File: config.mk
export PLATFORM = sky130hd
export DESIGN_NAME = sample_feeder
export DESIGN_NICKNAME = d
export VERILOG_FILES = /design/src/rtl/sample_feeder.sv
export SDC_FILE = /design/constraint.sdc
export NUM_CORES = 1
export LEC_CHECK = 0
export CAP_MARGIN = 40
export CORE_MARGIN = 5
export CORE_UTILIZATION = 40
export DETAILED_ROUTE_END_ITERATION = 8
export PLACE_DENSITY = 0.58
export SYNTH_ARGS = -nofsm -noshare
export SYNTH_HDL_FRONTEND = slang
export SYNTH_SLANG_ARGS = --single-unit
File: constraint.sdc
create_clock -name clk -period 4.75 [get_ports clk]
set_clock_uncertainty 0.05 [all_clocks]
set_input_delay 0.95 -clock clk [delete_from_list [all_inputs] [get_ports clk]]
set_output_delay 0.95 -clock clk [all_outputs]
set_load 0.005 [all_outputs]
File: src/rtl/sample_feeder.sv
// rtl/sample_feeder.sv - sample FIFO with a registered output stage feeding an interleaved-stream consumer
//
// Purpose:
//   Buffers producer samples in a DEPTH-entry circular FIFO and offers them to a
//   consumer through a one-entry output register (ack/data_out). Each accepted
//   sample is tagged with a stream index that cycles through NR_STREAMS slots.
//
// Ports:
//   clk          - sole clock, rising edge
//   rst          - asynchronous active-low reset
//   flush        - synchronous clear of FIFO and output stage
//   wr_en        - producer write strobe
//   wr_data      - producer sample
//   full         - FIFO (excluding output stage) holds DEPTH entries
//   req          - consumer request; transfer when req && ack at an edge
//   ack          - data_out holds a valid sample
//   data_out     - sample offered to consumer
//   stream_idx   - stream index of the sample on data_out
//   level        - FIFO entries plus the output stage occupancy
//   underrun_cnt - saturating count of edges with req=1 and ack=0
//   overflow     - sticky flag: a write was dropped because the FIFO was full
module sample_feeder #(
  parameter int DWIDTH         = 16,
  parameter int DEPTH          = 32,
  parameter int DEPTH_LOG      = 5,
  parameter int NR_STREAMS     = 16,
  parameter int NR_STREAMS_LOG = 4
) (
  input  logic                      clk,
  input  logic                      rst,
  input  logic                      flush,
  input  logic                      wr_en,
  input  logic [DWIDTH-1:0]         wr_data,
  output logic                      full,
  input  logic                      req,
  output logic                      ack,
  output logic [DWIDTH-1:0]         data_out,
  output logic [NR_STREAMS_LOG-1:0] stream_idx,
  output logic [DEPTH_LOG:0]        level,
  output logic [15:0]               underrun_cnt,
  output logic                      overflow
);

  typedef enum logic {
    S_EMPTY = 1'b0,
    S_VALID = 1'b1
  } state_t;

  localparam logic [DEPTH_LOG:0]        CNT_ONE  = 1;
  localparam logic [DEPTH_LOG:0]        CNT_FULL = (DEPTH_LOG+1)'(DEPTH);
  localparam logic [DEPTH_LOG-1:0]      PTR_ONE  = 1;
  localparam logic [NR_STREAMS_LOG-1:0] SIDX_ONE = 1;
  localparam logic [NR_STREAMS_LOG-1:0] SIDX_MAX = NR_STREAMS_LOG'(NR_STREAMS - 1);

  state_t                state_q, state_d;
  logic [DWIDTH-1:0]     mem [DEPTH];
  logic [DEPTH_LOG-1:0]  wr_ptr, rd_ptr;
  logic [DEPTH_LOG:0]    count, count_d;
  logic                  do_write, do_pop, xfer;

  assign ack = (state_q == S_VALID);

  // Next-state and datapath control. Flush overrides everything: no write,
  // no pop, output stage emptied.
  always_comb begin
    state_d  = state_q;
    do_write = 1'b0;
    do_pop   = 1'b0;
    xfer     = 1'b0;
    count_d  = count;

    if (flush) begin
      state_d = S_EMPTY;
      count_d = '0;
    end else begin
      xfer     = req && (state_q == S_VALID);
      do_write = wr_en && !full;
      case (state_q)
        S_EMPTY: begin
          // Pop uses the pre-edge count, so a word written this edge cannot
          // bypass straight to the output.
          if (count != '0) begin
            do_pop  = 1'b1;
            state_d = S_VALID;
          end
        end
        S_VALID: begin
          if (xfer) begin
            if (count != '0) begin
              do_pop = 1'b1;
            end else begin
              state_d = S_EMPTY;
            end
          end
        end
        default: state_d = S_EMPTY;
      endcase

      case ({do_write, do_pop})
        2'b10:   count_d = count + CNT_ONE;
        2'b01:   count_d = count - CNT_ONE;
        default: count_d = count;
      endcase
    end
  end

  always_ff @(posedge clk or negedge rst) begin
    if (!rst) begin
      state_q <= S_EMPTY;
    end else begin
      state_q <= state_d;
    end
  end

  // FIFO storage carries no reset; pointers and count make stale data invisible.
  always_ff @(posedge clk) begin
    if (do_write) begin
      mem[wr_ptr] <= wr_data;
    end
  end

  always_ff @(posedge clk or negedge rst) begin
    if (!rst) begin
      wr_ptr       <= '0;
      rd_ptr       <= '0;
      count        <= '0;
      full         <= 1'b0;
      level        <= '0;
      data_out     <= '0;
      stream_idx   <= '0;
      underrun_cnt <= '0;
      overflow     <= 1'b0;
    end else begin
      count <= count_d;
      full  <= (count_d == CNT_FULL);
      level <= count_d + (DEPTH_LOG+1)'(state_d == S_VALID);

      if (flush) begin
        wr_ptr     <= '0;
        rd_ptr     <= '0;
        stream_idx <= '0;
      end else begin
        if (do_write) begin
          wr_ptr <= wr_ptr + PTR_ONE;
        end
        if (do_pop) begin
          rd_ptr   <= rd_ptr + PTR_ONE;
          data_out <= mem[rd_ptr];
        end
        if (xfer) begin
          stream_idx <= (stream_idx == SIDX_MAX) ? '0 : stream_idx + SIDX_ONE;
        end
        if (wr_en && full) begin
          overflow <= 1'b1;
        end
      end

      if (req && !ack && (underrun_cnt != 16'hFFFF)) begin
        underrun_cnt <= underrun_cnt + 16'd1;
      end
    end
  end

endmodule

==> flow_metrics.env, run 1 <==
export IMPL_layout_drive_gt1_share_pct=13.1
export IMPL_numCtsBuffers=58
export IMPL_grt_max_degree=51
export IMPL_synth_compound_area_share_pct=7.42
export IMPL_period_minus_slack_ns=3.57
export IMPL_setup_viol=0
export IMPL_track_usage_pct=17.1
export IMPL_ys_seq_area_share_pct=73.5
export IMPL_multiInputGateArea_um2=5590
export IMPL_num_vias=12200
export IMPL_synth_fp_nets=1381
export IMPL_run_status="finished, final reports clean"
export IMPL_drtAntennaViolNets=0
export IMPL_start_util_pct=40.1
export IMPL_grt_pass1_wl_um=80600
export IMPL_final_cell_mix="edfxtp_1, mux2i_1, buf_4, a22oi_1, clkdlybuf4s50_1"
export IMPL_muxShareOfSynthArea_pct=11.4
export IMPL_fmax_mhz=280
export IMPL_syn_area_um2=23000
export IMPL_regArea_um2=16900
export IMPL_yosysWarnings=0
export IMPL_startpoint_type="flip-flop"
export IMPL_fin_setup_tns_ns=0
export IMPL_hold_class="primary input to async pin"
export IMPL_wl_per_cell_um=23.6
export IMPL_synth_edff_count=512
export IMPL_firstDrtPassIters=6
export IMPL_postCtsSetupRepairBufs=0
export IMPL_route_detailed_drc=0
export IMPL_dp_hpwl_um=32400
export IMPL_p_per_area_nw_per_um2=528
export IMPL_fin_util_pct=46.7
export IMPL_grt_ovfl_total=0
export IMPL_async_flop_share_pct=10.6
export IMPL_placed_area_um2=24900
export IMPL_r2r_end="level[5]"
export IMPL_worstSetupEndpoint="level[5]"
export IMPL_n_antenna_cell=0
export IMPL_synth_top_family_by_area="multiplexers"
export IMPL_crit_required_ns=5.19
export IMPL_slew_violations=0
export IMPL_clockBufferDepth=3
export IMPL_clkLatencyLatePin_ns=0.62
export IMPL_crit_start="count[2]"
export IMPL_ir_drop_v=0.000314
export IMPL_path_max_fanout=13
export IMPL_synth_fa_ha_area_share_pct=0.653
export IMPL_synth_avg_cell_area_um2=17.1
export IMPL_holdWs_ns=0.344
export IMPL_cp_end_kind="flip-flop"
export IMPL_cp_data_arrival_time_ns=4.00
export IMPL_netlist_instances=1348
export IMPL_reg2reg_setup_slack_ns=1.18
export IMPL_io_pins=66
export IMPL_die_h_um=250
export IMPL_antenna_found_initial=2
export IMPL_leakage_uw=0.00872
export IMPL_cts_tree="done"
export IMPL_tightest_slew_ns=0.837
export IMPL_synth_seq_cells=573
export IMPL_die_area_um2=62400
export IMPL_vias_per_cell=5.32
export IMPL_design_area_um2=26800
export IMPL_drt_initial_drc_count=817
export IMPL_htree_levels=2
export IMPL_rows=88
export IMPL_io_buffers=65
export IMPL_cts_resized=0
export IMPL_max_cap_violations=0
export IMPL_timing_final_crit_share_pct=75.1
export IMPL_layout_commonest_cell="edfxtp_1"
export IMPL_synth_flop_cell="edfxtp_1"
export IMPL_grt_pass1_vias=12400
export IMPL_synth_distinct_cells=58
export IMPL_synthXorXnorAreaFrac_pct=1.22
export IMPL_yosys_area_share_simple_pct=3.47
export IMPL_hold_buffers=0
export IMPL_slew_limit_headroom_pct=44.0
export IMPL_syn_to_final_growth_pct=16.5
export IMPL_fin_ws_ns=1.18
export IMPL_worstReg2RegStart="count[2]"
export IMPL_clkSinkCount=573
export IMPL_nFillCells=4865
export IMPL_die_w_um=250
export IMPL_hold_violations=0
export IMPL_rsz0062_at_grt="no"
export IMPL_gp_congestion=0.789
export IMPL_wl_um=54000
export IMPL_cts_root_buf="clkbuf_16"
export IMPL_worstRegToRegCells=13
export IMPL_core_um2=57400
export IMPL_pre_cts_ws_ns=0.682
export IMPL_nNetsFinal=1509
export IMPL_setup_worst_path_class="flip-flop to flip-flop"
export IMPL_clk_pin_slew_worst_paths_ns=0.06
[critical path: stages, from the launching register on]
cell	delay [ns]
dfrtp_1	0.51
or3_1	0.38
nor4_1	0.31
nor2b_1	0.09
buf_4	0.18
ha_1	0.30
xor2_1	0.19
ha_1	0.22
a21oi_1	0.16
mux2i_1	0.30
mux2_2	0.41
nand3_1	0.16
nor3_2	0.06
xnor2_1	0.13
[logic make-up after synthesis]
group           after synthesis
compound gates              216
mux                         262
simple gates                163
flops                       573
fa+ha+maj                    12
buf+inv                      90
xor+xnor                     32
[power by group]
part	total (uW)	internal (uW)	switching (uW)
logic	3520	1630	1900
clock network	4630	2740	1900
registers	5990	5690	297
total	14100	10100	4090
[cell type report]
class,instances,area share (%)
inverters,9,0.126
multi-input cells,685,20.9
well taps,765,3.57
clock buffers,73,5.62
flip-flops and latches,573,63.1
repair buffers,149,5.20
clock inverters,34,1.56
[layer usage]
layer	share of wire (%)	global-route usage, %	vias to the layer above
met1	43	23.1	6200
met5	0.020	0	-
met3	6.6	4.65	81
met2	48	27.6	285
met4	2.3	4.28	2
li1	-	-	5595
[sequential cells by signal (all words and copies together), names as in the netlist]
register and count:
ack 1, count 6, data_out 16, full 1, level 6, mem 512, overflow 1, rd_ptr 5
stream_idx 4, underrun_cnt 16, wr_ptr 5
[Yosys cell counts, types with 3 or more instances]
cell | count | share of area [%]
edfxtp_1 | 512 | 67
mux2i_1 | 259 | 11
a22oi_1 | 64 | 2.1
dfrtp_1 | 61 | 6.6
nor2_1 | 58 | 0.95
a21oi_1 | 42 | 0.91
nand2_1 | 38 | 0.62
a221oi_1 | 32 | 1.2
a22o_1 | 32 | 1.2
clkbuf_1 | 30 | 0.49
buf_2 | 18 | 0.39
buf_4 | 18 | 0.59
xnor2_1 | 18 | 0.69
o22ai_1 | 16 | 0.44
o41ai_2 | 16 | 1.1
xor2_1 | 14 | 0.53
ha_1 | 12 | 0.65
nand3_1 | 12 | 0.26
nand4_1 | 11 | 0.30
inv_1 | 9 | 0.15
buf_6 | 7 | 0.34
nor3_1 | 6 | 0.13
nand2b_1 | 5 | 0.14
nor2b_1 | 5 | 0.14
buf_8 | 4 | 0.26
nand3b_1 | 4 | 0.13
o21ai_1 | 4 | 0.087
or3_1 | 4 | 0.11
o21ai_0 | 3 | 0.065
[stage by stage]
step	total power, uW	instances
finish	14100	2288
global route	14800	2288
CTS	14300	2288
detailed placement	9650	2181
global placement	9610	2177
floorplan	8520	1348
[worst min-delay path by stage]
stage / startpoint / slack [ns] / end
after floorplan: overflow / 0.42 / overflow
after global placement: data_out[13] / 0.41 / data_out[13]
after detailed placement: overflow / 0.41 / overflow
after CTS: rst / 0.31 / data_out[7]
after global routing: rst / 0.35 / data_out[13]
final: rst / 0.34 / rd_ptr[2]
Power figures use the tool's default switching activity.
==> run 2: changes to the inputs <==
PLACE_DENSITY = 0.6   (was 0.58)
clock period = 3 ns   (was 4.75 ns; I/O delays follow)
==> run 2 against run 1 <==
Compared with the run above:
- die area unchanged
- hold slack better by 0.085 ns
- largest power group unchanged
- global-route usage decreased by 0.49 points
- first-iteration DRC count grew 1.5%
==> flow_metrics.env, run 2 (synthesis results as in run 1) <==
export IMPL_gp_congestion=0.801
export IMPL_clkLatencyLatePin_ns=0.62
export IMPL_syn_to_final_growth_pct=19.0
export IMPL_reg_top3="mem (512), data_out (16), underrun_cnt (16)"
export IMPL_io_pins=66
export IMPL_crit_required_ns=3.44
export IMPL_setup_worst_path_class="flip-flop to flip-flop"
export IMPL_vias_per_cell=5.38
export IMPL_cp_end_kind="flip-flop"
export IMPL_slew_violations=0
export IMPL_grt_pass1_vias=12800
export IMPL_ir_drop_v=0.000559
export IMPL_n_antenna_cell=0
export IMPL_htree_levels=2
export IMPL_grt_max_degree=65
export IMPL_startpoint_type="flip-flop"
export IMPL_clk_pin_slew_worst_paths_ns=0.06
export IMPL_dp_hpwl_um=31500
export IMPL_track_usage_pct=16.6
export IMPL_fin_ws_ns=0.0333
export IMPL_reg2reg_setup_slack_ns=0.03
export IMPL_leakage_uw=0.00893
export IMPL_rsz0062_at_grt="yes"
export IMPL_nFillCells=4787
export IMPL_run_status="finished, final reports clean"
export IMPL_setup_viol=0
export IMPL_drtAntennaViolNets=0
export IMPL_hold_class="flip-flop to flip-flop"
export IMPL_final_cell_mix="edfxtp_1, mux2i_1, buf_4, a22oi_1, clkdlybuf4s50_1"
export IMPL_fin_setup_tns_ns=0
export IMPL_cp_data_arrival_time_ns=3.40
export IMPL_clockBufferDepth=3
export IMPL_cts_root_buf="clkbuf_16"
export IMPL_grt_pass1_wl_um=79200
export IMPL_max_cap_violations=0
export IMPL_timing_final_crit_share_pct=98.9
export IMPL_layout_commonest_cell="edfxtp_1"
export IMPL_slew_limit_headroom_pct=44.2
export IMPL_wl_per_cell_um=22.9
export IMPL_firstDrtPassIters=5
export IMPL_tightest_slew_ns=0.835
export IMPL_layout_drive_gt1_share_pct=16.1
export IMPL_largest_reg_flops=512
export IMPL_antenna_found_initial=0
export IMPL_die_area_um2=62400
export IMPL_drt_initial_drc_count=829
export IMPL_fmax_mhz=337
export IMPL_num_vias=12400
export IMPL_grt_ovfl_total=0
export IMPL_regMostFlops="mem"
export IMPL_io_buffers=65
export IMPL_clkSinkCount=573
export IMPL_start_util_pct=40.1
export IMPL_wl_um=52900
export IMPL_period_minus_slack_ns=2.97
export IMPL_die_w_um=250
export IMPL_die_h_um=250
export IMPL_path_max_fanout=7
export IMPL_nNetsFinal=1529
export IMPL_numCtsBuffers=58
export IMPL_p_per_area_nw_per_um2=831
export IMPL_pre_cts_ws_ns=-0.257
export IMPL_core_um2=57400
export IMPL_cts_tree="done"
export IMPL_rows=88
export IMPL_route_detailed_drc=0
export IMPL_hold_violations=0
==> run 2: cell types whose count changed in the layout (fill, tap and decap cells not counted), moves of 3 or more <==
cell / before / now
buf_12: 5 / 28
clkbuf_8: 0 / 6
ha_1: 12 / 9
clkinv_1: 9 / 5
nor2_1: 57 / 49
nor2_2: 0 / 8
bufinv_16: 9 / 6
==> run 2: metal layers <==
metal	GRT usage [%]	wire, um
met5	0	0
met2	26.6	25000
met3	3.32	3110
met1	23.0	23400
met4	5.06	1360
==> run 2: worst paths after layout <==
check	startpoint	end	depth (start not counted)
min	overflow	overflow	1
min reg2reg	overflow	overflow	1
max reg2reg	count[0]	level[5]	12
min in group asynchronous	rst	stream_idx[0]	2
max in group asynchronous	rst	data_out[12]	3
max	count[0]	level[5]	12
==> run 2: layout make-up <==
| cell class | instances | area (um^2) | share of cell area (%) |
|---|---|---|---|
| Inverter | 9 | 33.8 | 0.123 |
| Tap cell | 765 | 957 | 3.50 |
| Multi-Input combinational cell | 685 | 5750 | 21.0 |
| Sequential cell | 573 | 16900 | 61.8 |
| Clock buffer | 80 | 1590 | 5.82 |
| Timing Repair Buffer | 169 | 1810 | 6.60 |
| Clock inverter | 29 | 327 | 1.19 |
==> run 2: per-stage QoR <==
stage / total power [uW] / utilization [%] / instances / area, um^2 / hold WS (ns)
floorplan: 13600 / - / 1348 / 23100 / 0.254
global placement: 15500 / 44.2 / 2198 / 25300 / 0.411
detailed placement: 15600 / 44.2 / 2200 / 25400 / 0.417
CTS: 22900 / 47.6 / 2311 / 27300 / 0.433
global route: 23700 / 47.7 / 2310 / 27400 / 0.459
finish: 22700 / 47.7 / 2310 / 27400 / 0.429
==> run 2: critical path: stages (launching register included) <==
cell	delay, ns
dfrtp_1	0.38
or3_4	0.41
nor4_4	0.29
nor2b_4	0.10
ha_4	0.19
xor2_1	0.14
ha_2	0.19
a21oi_2	0.14
mux2i_2	0.31
mux2_4	0.36
nand3_4	0.09
nor3_4	0.05
xnor2_1	0.14
==> run 2: timing repair <==
item,in CTS,in global routing
endpoints found under the hold margin,22,0
setup buffers,1,0
gates resized for setup,1,9
pin swaps,2,8
endpoints found under the setup margin,3,4
hold buffers,1,0
==> run 2: power by group <==
part	switching (uW)	internal (uW)	total, uW
registers	359	9020	9370
clock network	2970	4240	7210
logic	3200	2960	6150
==> run 3: changes to the inputs <==
SLEW_MARGIN = 5   (was unset)
==> results of run 3 <==
Same layout as run 2: the final DEF is identical, and so are final timing and power.
